$ cat config.mk
export PLATFORM = sky130hd
export DESIGN_NAME = router_slice_iack_gen_flat
export DESIGN_NICKNAME = d
export VERILOG_FILES = /design/src/rtl/router_slice_iack_gen_if.sv /design/src/rtl/router_slice_iack_gen.sv /design/src/flat_wrapper.sv
export SDC_FILE = /design/constraint.sdc
export NUM_CORES = 1
export LEC_CHECK = 0
export ABC_AREA = 0
export CORE_MARGIN = 2
export CORE_UTILIZATION = 55
export CTS_CLUSTER_DIAMETER = 30
export DETAILED_ROUTE_END_ITERATION = 8
export MAX_ROUTING_LAYER = met4
export PLACE_DENSITY = 0.85
export SKIP_CTS_REPAIR_TIMING = 1
export SLEW_MARGIN = 10
export SYNTH_ARGS = -nofsm -noshare
export SYNTH_HDL_FRONTEND = slang
export SYNTH_SLANG_ARGS = --single-unit
$ cat constraint.sdc
create_clock -name clk -period 7.25 [get_ports clk]
set_input_delay 1.0875 -clock clk [delete_from_list [all_inputs] [get_ports clk]]
set_output_delay 1.0875 -clock clk [all_outputs]
set_load 0.1 [all_outputs]
$ cat src/rtl/router_slice_iack_gen_if.sv
// Link-side (4-phase valid/ack) and crossbar-side (valid/ready) signals of the flit receiver.
// With ROUTER_SLICE_IACK_TIMEOUT_EN defined the bundle also carries the sticky err_timeout flag.
interface router_slice_iack_gen_if #(
  parameter int DATA_WIDTH = 32,
  parameter int DEPTH      = 4
);
  localparam int OCC_W = $clog2(DEPTH) + 1;

  logic                  in_valid;
  logic [DATA_WIDTH-1:0] in_data;
  logic                  iack_d;
  logic                  out_valid;
  logic [DATA_WIDTH-1:0] out_data;
  logic                  out_ready;
  logic [OCC_W-1:0]      occupancy;
`ifdef ROUTER_SLICE_IACK_TIMEOUT_EN
  logic                  err_timeout;
`endif

  // slave = the receiver block, master = the surrounding slice / link model
  modport slave (
    input  in_valid, in_data, out_ready,
    output iack_d, out_valid, out_data, occupancy
`ifdef ROUTER_SLICE_IACK_TIMEOUT_EN
    , output err_timeout
`endif
  );

  modport master (
    output in_valid, in_data, out_ready,
    input  iack_d, out_valid, out_data, occupancy
`ifdef ROUTER_SLICE_IACK_TIMEOUT_EN
    , input err_timeout
`endif
  );
endinterface

$ cat src/rtl/router_slice_iack_gen.sv
// Flit receiver: 4-phase link capture into a DEPTH FIFO; write and ack register on the in_valid-rise edge, a full FIFO withholds the ack.
// Optional ROUTER_SLICE_IACK_TIMEOUT_EN: ACK state abandoned after ACK_TIMEOUT cycles, flagged sticky on err_timeout.
module router_slice_iack_gen #(
  parameter int DATA_WIDTH  = 32,
  parameter int DEPTH       = 4,
  parameter int ACK_TIMEOUT = 64
) (
  input logic                     clk,
  input logic                     reset,
  router_slice_iack_gen_if.slave  bus
);
  localparam int PTR_W = $clog2(DEPTH);
  localparam int OCC_W = $clog2(DEPTH) + 1;

  if (DEPTH < 2 || (DEPTH & (DEPTH - 1)) != 0 || ACK_TIMEOUT < 1) begin : g_param_chk
    $error("router_slice_iack_gen: DEPTH must be a power of two >= 2 and ACK_TIMEOUT >= 1");
  end

  typedef enum logic {IDLE = 1'b0, ACK = 1'b1} state_t;

  state_t                state_q;
  logic                  iack_q;
  logic [PTR_W-1:0]      wr_ptr_q, wr_ptr_d;
  logic [PTR_W-1:0]      rd_ptr_q, rd_ptr_d;
  logic [OCC_W-1:0]      occ_q, occ_d;
  logic [DATA_WIDTH-1:0] mem_q [DEPTH];
  logic                  push, pop;

  // Full check uses registered occupancy, so a pop never frees a slot for the same edge.
  assign push = (state_q == IDLE) && bus.in_valid && (occ_q != OCC_W'(DEPTH));
  assign pop  = (occ_q != '0) && bus.out_ready;

  always_comb begin
    wr_ptr_d = wr_ptr_q + PTR_W'(push);
    rd_ptr_d = rd_ptr_q + PTR_W'(pop);
    occ_d    = occ_q;
    if (push && !pop) begin
      occ_d = occ_q + OCC_W'(1);
    end else if (!push && pop) begin
      occ_d = occ_q - OCC_W'(1);
    end
  end

  always_ff @(posedge clk) begin
    if (push) begin
      mem_q[wr_ptr_q] <= bus.in_data;
    end
  end

  always_ff @(posedge clk) begin
    if (reset) begin
      wr_ptr_q <= '0;
      rd_ptr_q <= '0;
      occ_q    <= '0;
    end else begin
      wr_ptr_q <= wr_ptr_d;
      rd_ptr_q <= rd_ptr_d;
      occ_q    <= occ_d;
    end
  end

`ifdef ROUTER_SLICE_IACK_TIMEOUT_EN
  localparam int CNT_W = $clog2(ACK_TIMEOUT) + 1;
  localparam logic [CNT_W-1:0] TMO = CNT_W'(ACK_TIMEOUT);

  logic [CNT_W-1:0] cnt_q;
  logic             err_q;

  always_ff @(posedge clk) begin
    if (reset) begin
      state_q <= IDLE;
      iack_q  <= 1'b0;
      cnt_q   <= '0;
      err_q   <= 1'b0;
    end else begin
      case (state_q)
        IDLE: begin
          if (push) begin
            state_q <= ACK;
            iack_q  <= 1'b1;
            cnt_q   <= '0;
          end
        end
        ACK: begin
          if (!bus.in_valid) begin
            state_q <= IDLE;
            iack_q  <= 1'b0;
          end else begin
            cnt_q <= cnt_q + CNT_W'(1);
            // Sender still holding in_valid when we return to IDLE gets a second write.
            if (cnt_q + CNT_W'(1) == TMO) begin
              state_q <= IDLE;
              iack_q  <= 1'b0;
              err_q   <= 1'b1;
            end
          end
        end
        default: begin
          state_q <= IDLE;
          iack_q  <= 1'b0;
        end
      endcase
    end
  end

  assign bus.err_timeout = err_q;
`else
  always_ff @(posedge clk) begin
    if (reset) begin
      state_q <= IDLE;
      iack_q  <= 1'b0;
    end else begin
      case (state_q)
        IDLE: begin
          if (push) begin
            state_q <= ACK;
            iack_q  <= 1'b1;
          end
        end
        ACK: begin
          if (!bus.in_valid) begin
            state_q <= IDLE;
            iack_q  <= 1'b0;
          end
        end
        default: begin
          state_q <= IDLE;
          iack_q  <= 1'b0;
        end
      endcase
    end
  end
`endif

  assign bus.iack_d    = iack_q;
  assign bus.out_valid = (occ_q != '0);
  assign bus.out_data  = mem_q[rd_ptr_q];
  assign bus.occupancy = occ_q;
endmodule
$ cat src/flat_wrapper.sv
// flat-port wrapper written by rule: the top's interface ports become plain ports
module router_slice_iack_gen_flat 
#(
  parameter int DATA_WIDTH  = 32,
  parameter int DEPTH       = 4,
  parameter int ACK_TIMEOUT = 64
)
  (clk, reset, bus_in_valid, bus_in_data, bus_out_ready, bus_iack_d, bus_out_valid, bus_out_data, bus_occupancy);
  router_slice_iack_gen_if #(.DATA_WIDTH(DATA_WIDTH), .DEPTH(DEPTH)) bus_i ();
  input logic clk;
  input logic reset;
  input wire logic [$bits(bus_i.in_valid)-1:0] bus_in_valid;
  input wire logic [$bits(bus_i.in_data)-1:0] bus_in_data;
  input wire logic [$bits(bus_i.out_ready)-1:0] bus_out_ready;
  output wire logic [$bits(bus_i.iack_d)-1:0] bus_iack_d;
  output wire logic [$bits(bus_i.out_valid)-1:0] bus_out_valid;
  output wire logic [$bits(bus_i.out_data)-1:0] bus_out_data;
  output wire logic [$bits(bus_i.occupancy)-1:0] bus_occupancy;
  assign bus_i.in_valid = bus_in_valid;
  assign bus_i.in_data = bus_in_data;
  assign bus_i.out_ready = bus_out_ready;
  assign bus_iack_d = bus_i.iack_d;
  assign bus_out_valid = bus_i.out_valid;
  assign bus_out_data = bus_i.out_data;
  assign bus_occupancy = bus_i.occupancy;
  router_slice_iack_gen #(.DATA_WIDTH(DATA_WIDTH), .DEPTH(DEPTH), .ACK_TIMEOUT(ACK_TIMEOUT)) u_core (.clk(clk), .reset(reset), .bus(bus_i));
endmodule
* Yosys cells after proc, flatten, opt, wreduce, memory -nomap -nowiden *
Memories as Yosys holds them, arrays and structs flattened. A register that Yosys moved wholly into a read port is not among the register bits.
Cells that the tools add are included.

operators by class
  $add $sub $neg = 4
  equal/unequal tests = 3
  muxes and demuxes = 10
  bitwise gates (word level) = 1
  reductions and logical operators = 10

operators by type and width
  kind                 count
  $mux 3               2
  $logic_and 1x1->1    5
  $mux 1               5
  $add 2x1->2          2
  $pmux 1 s2           2
  $add 3x1->3 const B  1
  $ne 3x3->1 const B   1
  $reduce_bool 3->1    1
  $sub 3x1->3 const B  1
  $logic_not 1->1      2
  $mux 2               1
  $ne 2x1->1 const B   1
  $ne 2x2->1 const B   1
  $reduce_and 2->1     1
  $reduce_bool 2->1    1
  $not 1->1            1

storage, ports and cells
  bits in registers = 9
  RAM bits = 128
  bits of input ports = 36
  output and inout bits = 37
  word-level logic and storage cells = 34
  memories kept = 1

memories
  name          depth  bits a word  rd ports  clocked after memory_dff  write ports  RTL line                     source
  u_core.mem_q  4      32           1         1                         1            router_slice_iack_gen.sv:26  logic [DATA_WIDTH-1:0] mem_q [DEPTH];

* Logic depth before layout (Yosys ltp) *
Gate-level depths: netlist of run 1.

  depth after elaboration = 7
  gate-level depth with buffers = 9
  gate-level depth less buffers = 9

* Worst setup path after synthesis of run 1 *
No wires, ideal clock.

  path type = register -> register
  start point = register u_core.occ_q[0], in the netlist u_core.bus.occupancy[0]
  end point = memory u_core.mem_q[1][0] (enable)
  setup time = 0.468 ns
  arrival = 3.826 ns
  required time = 6.782 ns
  setup slack = 2.956 ns
  stages on the path, launching flop included = 4
  buffers on the path = 0
  clock period less this slack = 4.294 ns
  cell sequence = dfxtp_1 or3b_1 nand3_2 nor3b_1

between the ends
  word-level cells in the longest chain between the ends = 4

ends and longest elaborated chain
  what                          RTL line                     source
  start, declared               router_slice_iack_gen.sv:25  logic [OCC_W-1:0] occ_q, occ_d;
  start signal, assigned        router_slice_iack_gen.sv:54  occ_q <= '0;
  start signal, assigned        router_slice_iack_gen.sv:58  occ_q <= occ_d;
  $ne 3x3->1                    router_slice_iack_gen.sv:30  assign push = (state_q == IDLE) && bus.in_valid && (occ_q != OCC_W'(DEPTH));
  $logic_and 1x1->1             router_slice_iack_gen.sv:30
  $mux 1                        router_slice_iack_gen.sv:45  if (push) begin
  $mux 1 (not written as such)  router_slice_iack_gen.sv:46  mem_q[wr_ptr_q] <= bus.in_data;
  end, declared                 router_slice_iack_gen.sv:26

No other way between the ends.

==> results.txt, run 1 <==
The detailed router finished its first iteration with 86 violations. The sequential share of the synthesized area came out at 0.791. The number of storage elements in the synthesis netlist is 137. The effective utilization at floorplan is 0.559. By area the synthesized netlist is led by sky130_fd_sc_hd__edfxtp_1 76%, sky130_fd_sc_hd__mux4_2 13%, sky130_fd_sc_hd__dfxtp_1 3.5%. The final layout contains routed wiring with a total length of 8750 um.

Routability-driven placement finished with a final weighted congestion of 0.686. The global-route congestion overflow total is 0. The total routing resource utilization after global routing came out at 0.191.

The number of hold violations in the final report came to 0. The worst setup path is captured at a primary output. The clock transition at the register clock pins on the worst setup and hold paths after CTS came out at 60 ps. The worst path in the final design needs a cycle of 4290 ps, including I/O delays and setup. The detailed-routing iteration count for the pre-antenna-repair pass is 4. The data arrival time of the worst path is ~3200 ps.

The minimum hold slack came out at 494 ps. The run finished with clean final reports. The delay of the slowest cell on the worst path is between 900 and 1000 ps.

The synthesized area per cell came out at 24.0 um2. The number of sinks handled by clock tree synthesis came out at around 140. The count of buffers added on input and output ports is 72.

For the pin with the worst max-slew slack, the measured transition is 1100 ps. IR analysis of the VDD net gives a maximum drop of 323 uV. The H-tree level count is 4.

The worst setup path is launched from a register. The post-route DRC violation count came out at 0. The total via count after detailed routing is 2374. The reported leakage power came out at 0.00212 uW.

The first global-routing pass estimated 13300 um of wire. The number of pins exceeding their max-slew limit in the final report is 0. The slowest stage of the critical path belongs to the cell sky130_fd_sc_hd__clkdlybuf4s50_1. The number of global-route vias before repair is around 2600. The critical path in this run is classified as register to primary output. Setup repair after global routing left no endpoint under its margin. The cell area after synthesis is 0.00509 mm2. The number of antenna violations at the first check in global routing came to 1. Setup total negative slack on the finished layout was measured at 0 ps. The die outline height is 100 um. The maximum number of pins on one net before global-route repair came out at 34. The fraction of layout cells with a size suffix above 1 came out at 0.241. The number of distinct standard cells referenced by the synthesized netlist came out at 27. The maximum clock skew at final layout came out at 10.9 ps. Summed over all instances, the cell type with the most area after synthesis is sky130_fd_sc_hd__edfxtp_1. The floorplan die width is 100 um.

The die covers approximately 0.010 mm2. The share of synthesized area in the top cell type comes to 0.755. The post-route antenna net violation count came out at 0. Walking the worst path, the cells encountered are buf_4 > mux4_1 > clkdlybuf4s50_1. The count of synthesis-stage warnings from yosys is 0.

The synthesized net count came out at 252. The path class of the tightest hold or removal check is register to register. The total power divided by cell area is 460 mW/mm2. The area of the core is between 0.009 and 0.01 mm2. Derived from the worst setup path, the maximum achievable clock frequency is 233 MHz. The area growth from synthesis to layout came out at 27.4%. After legalization and detailed placement, the total HPWL measured 5140 um. The CTS tree is yes. Setup violations remaining at the end of the flow were counted as 0.

The number of max-cap violations came out at 0. Of all nets on the critical path, the largest fanout is 20. The wire length per cell came out at 20.7 um. The data required time at the worst endpoint came out at 6160 ps. The count of boundary I/O pins is 73. The CTS buffer count is 17. The tree is rooted in a sky130_fd_sc_hd__clkbuf_8. The final layout contains 338 nets. Clock latency on the worst-skew pair, taken at its later pin, is just over 500 ps. The share of the clock period used by the worst path is 0.591. The row count is 35. Headroom to the max-slew limit came out at 0.263. The clock passes through at most 2 buffers.

Synthesis produced a netlist whose cell count is 212. The routed via count divided by cell count came out at around 5.6.
[cells in the final DEF, fill, tap and decap left out, drive strengths merged, types with 2 or more instances in the layout]
| cell | count |
|---|---|
| or3 | 2 |
| nor3b | 3 |
| inv | 9 |
| clkinvlp | 2 |
| xor2 | 2 |
| clkdlybuf4s50 | 72 |
| dfxtp | 9 |
| o21ai | 2 |
| nor2b | 2 |
| nor2 | 5 |
| xnor2 | 2 |
| edfxtp | 128 |
| clkinv | 6 |
| clkbuf | 17 |
| mux4 | 32 |
| bufinv | 2 |
| buf | 4 |
| a21oi | 2 |
| ha | 3 |
[report_power, final]
group          switching [uW]  internal (uW)  leakage (uW)
sequential               56.9            946       0.00124
combinational             834            322      0.000600
clock                     329            495      0.000279
total                    1220           1760       0.00212
[area by class of cell]
type                            count  area (um2)
Sequential cell                   137        4030
Fill cell                         555        2630
Antenna cell                        1        2.50
Inverter                            4        15.0
Clock buffer                       17         414
Timing Repair Buffer               76         751
Multi-Input combinational cell     62         970
Tap cell                          111         139
Clock inverter                     15         165
[kinds of logic after synthesis]
group / count (synthesis) / synth area share
muxes: 33 / 0.145
DFF: 137 / 0.791
AOI/OAI and AO/OA: 4 / 0.00393
adders and majority gates: 4 / 0.0113
and+or+nand+nor: 17 / 0.0202
buffers and inverters: 13 / 0.0219
xor gates and xnor gates: 4 / 0.00689
[path summary, 6_finish.rpt]
check                             end  cells after the start  slack [ps]                     from
setup / recovery     bus_out_data[26]                      3        2960       u_core.rd_ptr_q[0]
hold / removal      u_core.bus.iack_d                      2         490        u_core.bus.iack_d
setup reg to reg  u_core.mem_q[1][31]                      4        4690  u_core.bus.occupancy[0]
hold reg to reg     u_core.bus.iack_d                      2         490        u_core.bus.iack_d
[per-layer routing]
| metal | share of wire | track usage | wire, um |
|---|---|---|---|
| met5 | 0 | - | 0 |
| met3 | 0.052 | 0.0571 | 454 |
| met4 | 0.015 | 0.0738 | 129 |
| met1 | 0.40 | 0.220 | 3480 |
| met2 | 0.54 | 0.319 | 4690 |
[stage by stage]
step | power, uW | util | cells | worst slack [ps] | area (um2)
after floorplan | 1960 | - | 212 | 2960 | 5090
final | 2980 | 0.712 | 423 | 2960 | 6480
after global placement | 2160 | 0.648 | 390 | 3440 | 5900
after CTS | 3010 | 0.711 | 422 | 2870 | 6480
after detailed placement | 2180 | 0.648 | 390 | 3420 | 5900
after global routing | 3070 | 0.712 | 423 | 2770 | 6480
[registers in the layout (all words and copies together), names as in the netlist]
| name | count |
|---|---|
| u_core.wr_ptr_q | 2 |
| u_core.bus.occupancy | 3 |
| u_core.rd_ptr_q | 2 |
| u_core.state_q | 1 |
| u_core.mem_q | 128 |
| u_core.bus.iack_d | 1 |
[critical path, delay by kind of cell (launching register included)]
kind / cells / cell delay (ps)
buf+inv: 2 / 1440
flops: 1 / 630
mux: 1 / 610
[synth_stat cells]
library cell,count
sky130_fd_sc_hd__edfxtp_1,128
sky130_fd_sc_hd__mux4_2,30
sky130_fd_sc_hd__dfxtp_1,9
sky130_fd_sc_hd__nor2_1,5
sky130_fd_sc_hd__buf_12,3
sky130_fd_sc_hd__ha_1,3
sky130_fd_sc_hd__inv_1,3
sky130_fd_sc_hd__nor3b_1,3
sky130_fd_sc_hd__a21oi_1,2
sky130_fd_sc_hd__buf_2,2
sky130_fd_sc_hd__clkbuf_1,2
sky130_fd_sc_hd__mux4_1,2
sky130_fd_sc_hd__nor2b_1,2
sky130_fd_sc_hd__o21ai_0,2
sky130_fd_sc_hd__or3_2,2
sky130_fd_sc_hd__xnor2_1,2
sky130_fd_sc_hd__xor2_1,2
sky130_fd_sc_hd__and3_1,1
sky130_fd_sc_hd__buf_4,1
sky130_fd_sc_hd__buf_6,1
sky130_fd_sc_hd__fa_1,1
sky130_fd_sc_hd__inv_2,1
sky130_fd_sc_hd__mux2i_1,1
sky130_fd_sc_hd__nand2_1,1
sky130_fd_sc_hd__nand3_2,1
sky130_fd_sc_hd__nor3_1,1
sky130_fd_sc_hd__or3b_1,1
No activity file was read; power rests on OpenSTA's default activity.
==> inputs of run 2 (changes only) <==
--- a/config.mk
+++ b/config.mk
@@ -7,11 +7,11 @@
 export LEC_CHECK = 0
 export ABC_AREA = 0
 export CORE_MARGIN = 2
-export CORE_UTILIZATION = 55
+export CORE_UTILIZATION = 48
 export CTS_CLUSTER_DIAMETER = 30
 export DETAILED_ROUTE_END_ITERATION = 8
 export MAX_ROUTING_LAYER = met4
-export PLACE_DENSITY = 0.85
+export PLACE_DENSITY = 0.8
 export SKIP_CTS_REPAIR_TIMING = 1
 export SLEW_MARGIN = 10
 export SYNTH_ARGS = -nofsm -noshare
==> constraint.sdc (replaced) <==
create_clock -name clk -period 3.8 [get_ports clk]
set_input_delay 0.57 -clock clk [delete_from_list [all_inputs] [get_ports clk]]
set_output_delay 0.57 -clock clk [all_outputs]
set_load 0.1 [all_outputs]
==> run 2 against run 1 <==
Effect of this change: highest routed layer unchanged; largest cell class unchanged; clock skew fell by 2.5 ps; global-route usage fell by 2.5 points; sequential power rose by 93%; sequential share of layout area fell by 0.12 points; core utilization fell by 8.3 points; cell count rose by 5.9%.
==> results.txt, run 2 (synthesized netlist as in run 1, its figures left out) <==
The routed layout has 2397 vias. The multi-input combinational cells in the finished layout cover a total of roughly 1000 um2. The count of boundary I/O pins came out at 73. Clock latency on the worst-skew pair, taken at its later pin, is 510 ps. The post-route antenna net violation count is 0.

In this run the tool buffered the top-level ports with 72 buffer cells. The die area is approximately 0.011 mm2. The H-tree level count is 4.

The CTS root buffer is sky130_fd_sc_hd__clkbuf_8. The relative slew slack came out at 0.347. The min-delay analysis places its worst path in the category register to register.

For this run, the total global-route usage over all layers was measured as 0.167. The total power divided by cell area is 874 mW/mm2. Leaving out fill and tap cells, the most frequent cell in the layout is sky130_fd_sc_hd__edfxtp_1. The area growth from synthesis to layout is 27.6%. In the layout the commonest cells are 128 x sky130_fd_sc_hd__edfxtp_1, 40 x sky130_fd_sc_hd__clkdlybuf4s50_1, 34 x sky130_fd_sc_hd__buf_4, 30 x sky130_fd_sc_hd__mux4_2, 16 x sky130_fd_sc_hd__clkbuf_16. The register with the most flip-flops in the layout has 128 of them. Buffers inserted during clock tree synthesis total 17. The core utilization of the finished layout came out at 0.629.

The post-layout net count came out at 339. In the final layout, the share of cells above drive strength 1 is 0.346. The repair_antennas step left the layout with diodes totalling 0.

Timing would allow up to between 300 and 400 MHz. The data required time at the worst endpoint came out at 3230 ps. The area of the core came out at 0.0103 mm2. The worst setup path is captured at a primary output. The CTS tree is yes. In the routed design, unresolved DRC markers number 0.

In this run the worst path has a maximum fanout of 21. The flow ran to the end, and the final reports show no timing, DRC or antenna violations. The share of the clock period used by the worst path is 0.774.

The sum of routed wire length over all layers is 8610 um. The number of hold violations in the final report came out at 0. The data arrival time of the worst path came out at 2370 ps. Setup repair after global routing left no endpoint under its margin. The wire length of the first global-routing pass came out at 13200 um. The routed via count divided by cell count is 5.35. Summing internal, switching and leakage power gives 5680 uW. The launching element of the worst setup path is u_core.rd_ptr_q[0].

The launch point of the worst hold path is u_core.bus.iack_d. The clock passes through at most 2 buffers. The detailed-routing iteration count for the pre-antenna-repair pass came out at 4. The transition time of the tightest slew-check pin is 977 ps.

The violation count after the first detailed-route iteration is between 70 and 80. The maximum number of pins on one net before global-route repair is 34. The startpoint identified for the worst register-to-register timing path is u_core.bus.occupancy[0].

The finished layout cell area came out at approximately 0.0065 mm2. In the post-route analysis, the smallest setup slack over all paths is between 800 and 900 ps. The sum of negative setup slack came out at 0 ps. Summed over all layers, the global routing overflow is 0. For this design the static power due to leakage is 0.00216 uW. The sequential cell area in the final layout came out at 0.00403 mm2. The number of pins exceeding their max-slew limit in the final report is 0. The total of endpoints with negative setup slack in the final report is 0.

Counting flops per register, the top entry is u_core.mem_q. The number of global-route vias before repair is 2508. At the end of routability-driven placement, the weighted congestion stood at between 0.7 and 0.8. The number of max-cap violations is 0. The die outline height came out at 107 um. The number of inserted filler cells in the final layout is 700.

The worst slack at placement is between 900 and 1000 ps. The number of antenna violations at the first check in global routing is 0. The final critical delay including setup and external delays is 2940 ps. The placed instances occupy a cell area of 0.00592 mm2. Between clock sinks in the finished design, the worst skew comes to between 8 and 9 ps. The clock transition at the register clock pins on the worst setup and hold paths after CTS came out at approximately 60 ps. The number of sinks handled by clock tree synthesis is between 100 and 150. STA classifies the critical path startpoint as a register. The effective utilization at floorplan came out at 0.493. The floorplan has 37 rows. The maximum ir drop on the vdd rail came out at about 550 uV. The floorplan die width is roughly 110 um. The critical path class is register to primary output. The wire length per cell came out at 19.2 um. The HPWL after detailed placement came out at 5120 um.
## run 2: cell count changes in the layout (fill, tap and decap cells not counted), sizes merged
cell / previous run / this run
buf: 4 / 37
clkdlybuf4s50: 72 / 40
clkinv: 6 / 2
clkinvlp: 2 / 5
diode: 1 / 0
inv: 9 / 10
## run 2: routing by layer
| layer | global-route usage | part of all wire | wire [um] | vias up |
|---|---|---|---|---|
| met5 | - | 0 | 0 | - |
| met4 | 0.0668 | 0.013 | 108 | 0 |
| met3 | 0.0438 | 0.046 | 392 | 10 |
| met2 | 0.271 | 0.51 | 4430 | 81 |
| met1 | 0.201 | 0.43 | 3690 | 1242 |
| li1 | - | - | - | 1064 |
## run 2: final cells by class
type                            count  area share
Timing Repair Buffer               77       0.110
Clock inverter                     15      0.0254
Sequential cell                   137       0.620
Multi-Input combinational cell     62       0.152
Tap cell                          136      0.0262
Inverter                            4     0.00231
Clock buffer                       17      0.0638
## run 2: worst max-delay path: stages, from the launching register on
cell	delay, ps
sky130_fd_sc_hd__dfxtp_2	810
sky130_fd_sc_hd__buf_12	250
sky130_fd_sc_hd__mux4_2	540
sky130_fd_sc_hd__buf_4	250
## run 2: worst paths after layout
| path | endpoint | slack [ps] | cells past startpoint |
|---|---|---|---|
| worst max-delay path | bus_out_data[15] | 860 | 3 |
| worst min-delay path | u_core.bus.iack_d | 480 | 2 |
| worst max register to register | u_core.bus.occupancy[2] | 1410 | 8 |
| worst min register to register | u_core.bus.iack_d | 480 | 2 |
## run 2: power breakdown
| group | leakage, uW | total, uW | internal, uW | switching, uW |
|---|---|---|---|---|
| Clock | 0.000268 | 1580 | 945 | 633 |
| Sequential | 0.00124 | 1930 | 1800 | 130 |
| Combinational | 0.000645 | 2160 | 587 | 1580 |
| Total | 0.00216 | 5680 | 3340 | 2340 |
## run 2: through the flow
step | cells | hold WS (ps)
final | 448 | 482
after global routing | 448 | 523
after CTS | 448 | 491
after detailed placement | 416 | 480
after global placement | 416 | 478
after floorplan | 212 | 475
==> inputs of run 3 (changes only) <==
==> constraint.sdc (replaced) <==
create_clock -name clk -period 2.7 [get_ports clk]
set_input_delay 0.405 -clock clk [delete_from_list [all_inputs] [get_ports clk]]
set_output_delay 0.405 -clock clk [all_outputs]
set_load 0.1 [all_outputs]
==> run 3 against run 2 <==
Effect of this change: wire length rose by 6.1%; largest power group unchanged; clock power grew 49%; sequential power increased by 38%; critical path type unchanged; worst hold slack improved by 16 ps; sequential cell count is the same; die area stayed put; cell area up 7.2%; critical endpoint is now bus_out_data[16]; highest routed layer unchanged; cell count is 1.8% higher; first-iteration DRC count grew 41%; count of clock-buffer cells in the layout up 1; via count decreased by 0.50%.
==> results.txt, run 3 (synthesized netlist as in run 1, its figures left out) <==
The sum of routed wire length over all layers is 9140 um. The maximum count of clock buffers along a single path is 2. The register with the most flip-flops in the final layout is u_core.mem_q. The critical path starts at u_core.rd_ptr_q[0].

Measured against its own limit, the worst slew margin works out to 0.651. The share of total power dissipated in combinational logic is 0.431. The final critical delay including setup and external delays came out at 2500 ps. The H-tree level count is 4. After detailed routing, the average wire length per cell comes to 20.0 um. The total cell area at the placement stage is ~0.0063 mm2. The post-route DRC violation count is 0. The setup slack of the worst register-to-register path is 370 ps. VDD sags by at most 742 uV. On the worst path, the slowest cell contributes a delay of 590 ps. For this block, the via count after detailed routing is between 2000 and 2500. For this design, the sink count on the clock tree is 137.

The number of flip-flops in the largest register is 128. The reported net switching power is 3400 uW. The sequential share of power came out at 0.302.

The capture point of the critical path is bus_out_data[16]. The sort of element at the start of the critical path is a register. The worst hold path begins at u_core.bus.iack_d. The first global-routing pass estimated roughly 14000 um of wire. The count of boundary I/O pins came out at 73. The number of buffers inserted by port buffering is 72.

The worst slack at placement is around 120 ps. The number of pins exceeding their max-slew limit in the final report came out at 0. The total internal power is between 5000 and 6000 uW. The area growth from synthesis to layout is 36.8%.

Setup violations remaining at the end of the flow were counted as 0. The share of the clock period used by the worst path came out at 0.925. The count of placed standard cells including taps is 424. The reported leakage power is about 0.0024 uW. The effective utilization at floorplan came out at 0.493. The number of global-route vias before repair is 2578. STA puts the critical path data arrival time at 2090 ps. The number of standard cells in the final layout excluding fillers came out at around 460. The detailed router finished its first iteration with 110 violations. The post-route antenna net violation count is 0. The area of the core came out at 0.0103 mm2. The total inserted antenna cells is 0. TritonCTS built the clock tree. The flow ran to the end, and the final reports show no timing, DRC or antenna violations. The transition time of the tightest slew-check pin came out at 523 ps. The total power divided by cell area came out at 1270 mW/mm2.

The critical path class is register to primary output. The data required time at the worst endpoint is 2300 ps. The tree is rooted in a sky130_fd_sc_hd__clkbuf_8. The detailed-routing iteration count for the pre-antenna-repair pass came out at 4. The global-route congestion overflow total came out at 0. The depth of the worst register-to-register path came out at 8. Leaving out fill and tap cells, the most frequent cells in the layout are 128 x sky130_fd_sc_hd__edfxtp_1, 35 x sky130_fd_sc_hd__clkdlybuf4s50_1, 33 x sky130_fd_sc_hd__buf_12, 30 x sky130_fd_sc_hd__mux4_2, 17 x sky130_fd_sc_hd__buf_4.

In this run the worst hold path is classified as register to register. The startpoint identified for the worst register-to-register timing path is u_core.bus.occupancy[2]. For this run, the total global-route usage over all layers was measured as 0.179.

After clock tree synthesis, the clock-pin slew on the worst setup and hold paths is 60 ps. The post-layout net count came out at 347. The fraction of power spent switching nets is 0.385. Setup repair after global routing left no endpoint under its margin. The global placement routability congestion is between 0.6 and 0.7. Across the run, the number of max-cap violations was 0. The minimum setup slack in the final design came out at between 200 and 250 ps. The number of antenna violations at the first check in global routing came to 0. The finished layout cell area is ~0.0070 mm2.

The sum of negative setup slack is 0 ps. Among all stages on the critical path, the largest delay is contributed by sky130_fd_sc_hd__mux4_2. The floorplan die width is ~110 um. For the worst-skew pair, the clock arrives at the later sink with an insertion delay of 510 ps. The signal on the critical path passes through buf_4 > mux4_2 > buf_12.

In this run the vertical extent of the chip is 107 um. The number of hold violations in the final report is 0. TritonCTS created 17 clock buffers. Of the total power, the clock network draws 0.267. The die area is 0.0114 mm2. The routed via count divided by cell count came out at roughly 5.2. The maximum net fanout on the critical path is 10. STA classifies the critical path endpoint as a primary output. The HPWL after detailed placement came out at 5530 um.

The maximum number of pins on one net before global-route repair came out at 23. The endpoint identified for the worst register-to-register timing path is u_core.bus.occupancy[2]. For this run, the top clock speed supported by timing is between 400 and 500 MHz. The floorplan has 37 rows. The fraction of layout cells with a size suffix above 1 is 0.384.

The maximum clock skew at final layout is ~8 ps. The most frequent standard cell in the layout excluding fill and tap cells is sky130_fd_sc_hd__edfxtp_1.
## run 3: cell types whose count changed in the layout (fill, tap and decap cells not counted), sizes merged
cell	delta
clkinvlp	-2
bufinv	+2
inv	-4
buf	+13
clkdlybuf4s50	-5
clkbuf	+1
clkinv	+3
## run 3: per-layer routing
layer | GRT usage | vias to the layer above | routed length, um
met1 | 0.219 | 1239 | 3860
met2 | 0.288 | 67 | 4840
met5 | - | - | 0
met3 | 0.0535 | 4 | 381
met4 | 0.0603 | 0 | 57
li1 | - | 1075 | -
## run 3: worst min path at each step
stage / slack (ps) / endpoint / depth (start not counted)
final: 500 / u_core.bus.iack_d / 2
after global routing: 510 / u_core.mem_q[1][25] / 1
after CTS: 500 / u_core.bus.iack_d / 2
after detailed placement: 480 / u_core.bus.iack_d / 2
after global placement: 480 / u_core.bus.occupancy[2] / 2
after floorplan: 470 / u_core.state_q / 2
## run 3: power by group through the flow
| stage | registers [uW] | clock network, uW | logic (uW) |
|---|---|---|---|
| global route | 2690 | 2470 | 3920 |
| floorplan | 2760 | 0 | 2520 |
| finish | 2670 | 2360 | 3800 |
| detailed placement | 2710 | 0 | 3820 |
| CTS | 2680 | 2390 | 3850 |
| global placement | 2690 | 0 | 3800 |
## run 3: per-stage QoR
| step | power [uW] | hold slack, ps | utilization |
|---|---|---|---|
| floorplan | 5280 | 475 | - |
| global placement | 6490 | 476 | 0.615 |
| detailed placement | 6530 | 483 | 0.615 |
| CTS | 8910 | 496 | 0.674 |
| global route | 9090 | 515 | 0.674 |
| finish | 8830 | 498 | 0.674 |
## run 3: final cells by class
| cell class | count | area (um2) |
|---|---|---|
| fillers | 636 | 3360 |
| inverters | 4 | 15.0 |
| repair buffers | 85 | 1140 |
| clock buffers | 18 | 418 |
| flip-flops and latches | 137 | 4030 |
| well taps | 136 | 170 |
| multi-input cells | 62 | 992 |
| clock inverters | 14 | 198 |
## run 3: worst max-delay path, delay by kind of cell, from the launching register on
kind	cells	cell delay (ps)
flip-flops	1	510
multiplexers	1	590
buffers and inverters	2	490
==> RTL change, RTL diff (flow settings as in run 2) <==
`DEPTH` is set to 4 in 3 places; all go to 8. Comments in the files are not updated.
--- a/src/rtl/router_slice_iack_gen_if.sv
+++ b/src/rtl/router_slice_iack_gen_if.sv
@@ -2,7 +2,7 @@
 // With ROUTER_SLICE_IACK_TIMEOUT_EN defined the bundle also carries the sticky err_timeout flag.
 interface router_slice_iack_gen_if #(
   parameter int DATA_WIDTH = 32,
-  parameter int DEPTH      = 4
+  parameter int DEPTH      = 8
 );
   localparam int OCC_W = $clog2(DEPTH) + 1;
 
--- a/src/rtl/router_slice_iack_gen.sv
+++ b/src/rtl/router_slice_iack_gen.sv
@@ -2,7 +2,7 @@
 // Optional ROUTER_SLICE_IACK_TIMEOUT_EN: ACK state abandoned after ACK_TIMEOUT cycles, flagged sticky on err_timeout.
 module router_slice_iack_gen #(
   parameter int DATA_WIDTH  = 32,
-  parameter int DEPTH       = 4,
+  parameter int DEPTH       = 8,
   parameter int ACK_TIMEOUT = 64
 ) (
   input logic                     clk,
--- a/src/flat_wrapper.sv
+++ b/src/flat_wrapper.sv
@@ -2,7 +2,7 @@
 module router_slice_iack_gen_flat 
 #(
   parameter int DATA_WIDTH  = 32,
-  parameter int DEPTH       = 4,
+  parameter int DEPTH       = 8,
   parameter int ACK_TIMEOUT = 64
 )
   (clk, reset, bus_in_valid, bus_in_data, bus_out_ready, bus_iack_d, bus_out_valid, bus_out_data, bus_occupancy);
Interface: changed (resized bus_occupancy); port bits go from 73 to 74. No check against the original RTL was run, so the function may have changed too.
==> RTL change against run 2 <==
Routed wire length up 130%. Total power increased by 85%. Register-to-register slack got worse by 0.39 ns. Area after synthesis up 110%. Setup slack worse by 0.40 ns. Sequential power is 84% higher. Sequential cell count grew 131. Maximum frequency decreased by 12%. Cell area grew 100%. Sequential share of layout area shrank 0.87 points.
==> RTL change: results (changes against run 2) <==
INFO  metric dpl.cell_count = 783 (+88%)
INFO  metric syn-num-nets = 484 (+92%)
INFO  metric run_status = finished clean
INFO  metric totalPowerFinal = 10.52 mW (+85%)
INFO  metric largest_reg_flops = 256 (+100%)
INFO  metric sum_of_routed_wire_segments_on_met1 = 8112 um (+120%)
INFO  metric timing.rr.end = u_core.bus.occupancy[3]
INFO  metric worstMarginPinSlew = 1.045 ns (+0.06862 ns)
INFO  metric post_synth_main_area_contributors = edfxtp_1, mux4_1, mux2_2, dfxtp_1, mux4_2
INFO  metric path_delay_family = multiplexers
INFO  metric timing.critical_path.arrival = 2.77 ns (+0.40 ns)
INFO  metric areal_power_density_over_the_cells = 810.1 mW/mm2 (-7.3%)
INFO  metric cts_inserted_buffers = 43 (+26)
INFO  metric layout.nets = 597 (+76%)
INFO  metric area_share_of_fa_ha_maj_cells_after_synthesis = 0.01030 (-0.001010)
INFO  metric synth_enable_flop_cells = 256 (+100%)
INFO  metric post_synthesis_compound_gate_area_fraction = 0.002755 (-0.001179)
INFO  metric grt_max_degree = 38 (+12%)
INFO  metric timing.reg2reg.worst_path_depth = 9 (+1)
INFO  metric syn-mean-instance-area = 23.74 um2 (-1.1%)
INFO  metric met3_wirelength = 1251 um (+220%)
INFO  metric first_global_vias = 5230 (+110%)
INFO  metric p_clk = 3.90 mW (+150%)
INFO  metric fillers = 1409 (+100%)
INFO  metric max-clock-path-buffers = 3 (+1)
INFO  metric first_iter_violations = 360 (+360%)
INFO  metric timing.critical_path.slowest_stage_cell = dfxtp_4
==> RTL change: cell count changes in the layout (fill, tap and decap cells not counted), sizes merged, moves of 4 or more <==
cell	delta
mux4	+32
buf	+10
inv	+4
nand2b	+4
ha	+4
nor2	+11
mux2	+33
edfxtp	+128
clkbuf	+30
clkinv	+9
==> RTL change: tightest hold or removal path: cells and delay by family, from the launching register on <==
kind	cells	cell delay, ns
AOI/OAI and AO/OA	1	0.07
and+or+nand+nor	1	0.08
DFF	1	0.32
==> RTL change: cell type report <==
class                   count  area share
clock buffers              47     0.08569
repair buffers             88     0.06072
inverters                   2   0.0005783
clock inverters            31     0.02670
multi-input cells         150      0.1886
well taps                 275     0.02651
flip-flops and latches    268      0.6112
==> RTL change: per-layer routing <==
layer,vias to the layer above,GRT usage
met5,-,-
met4,0,0.06111
met3,39,0.03832
met2,159,0.3124
met1,2490,0.2307
li1,2143,-
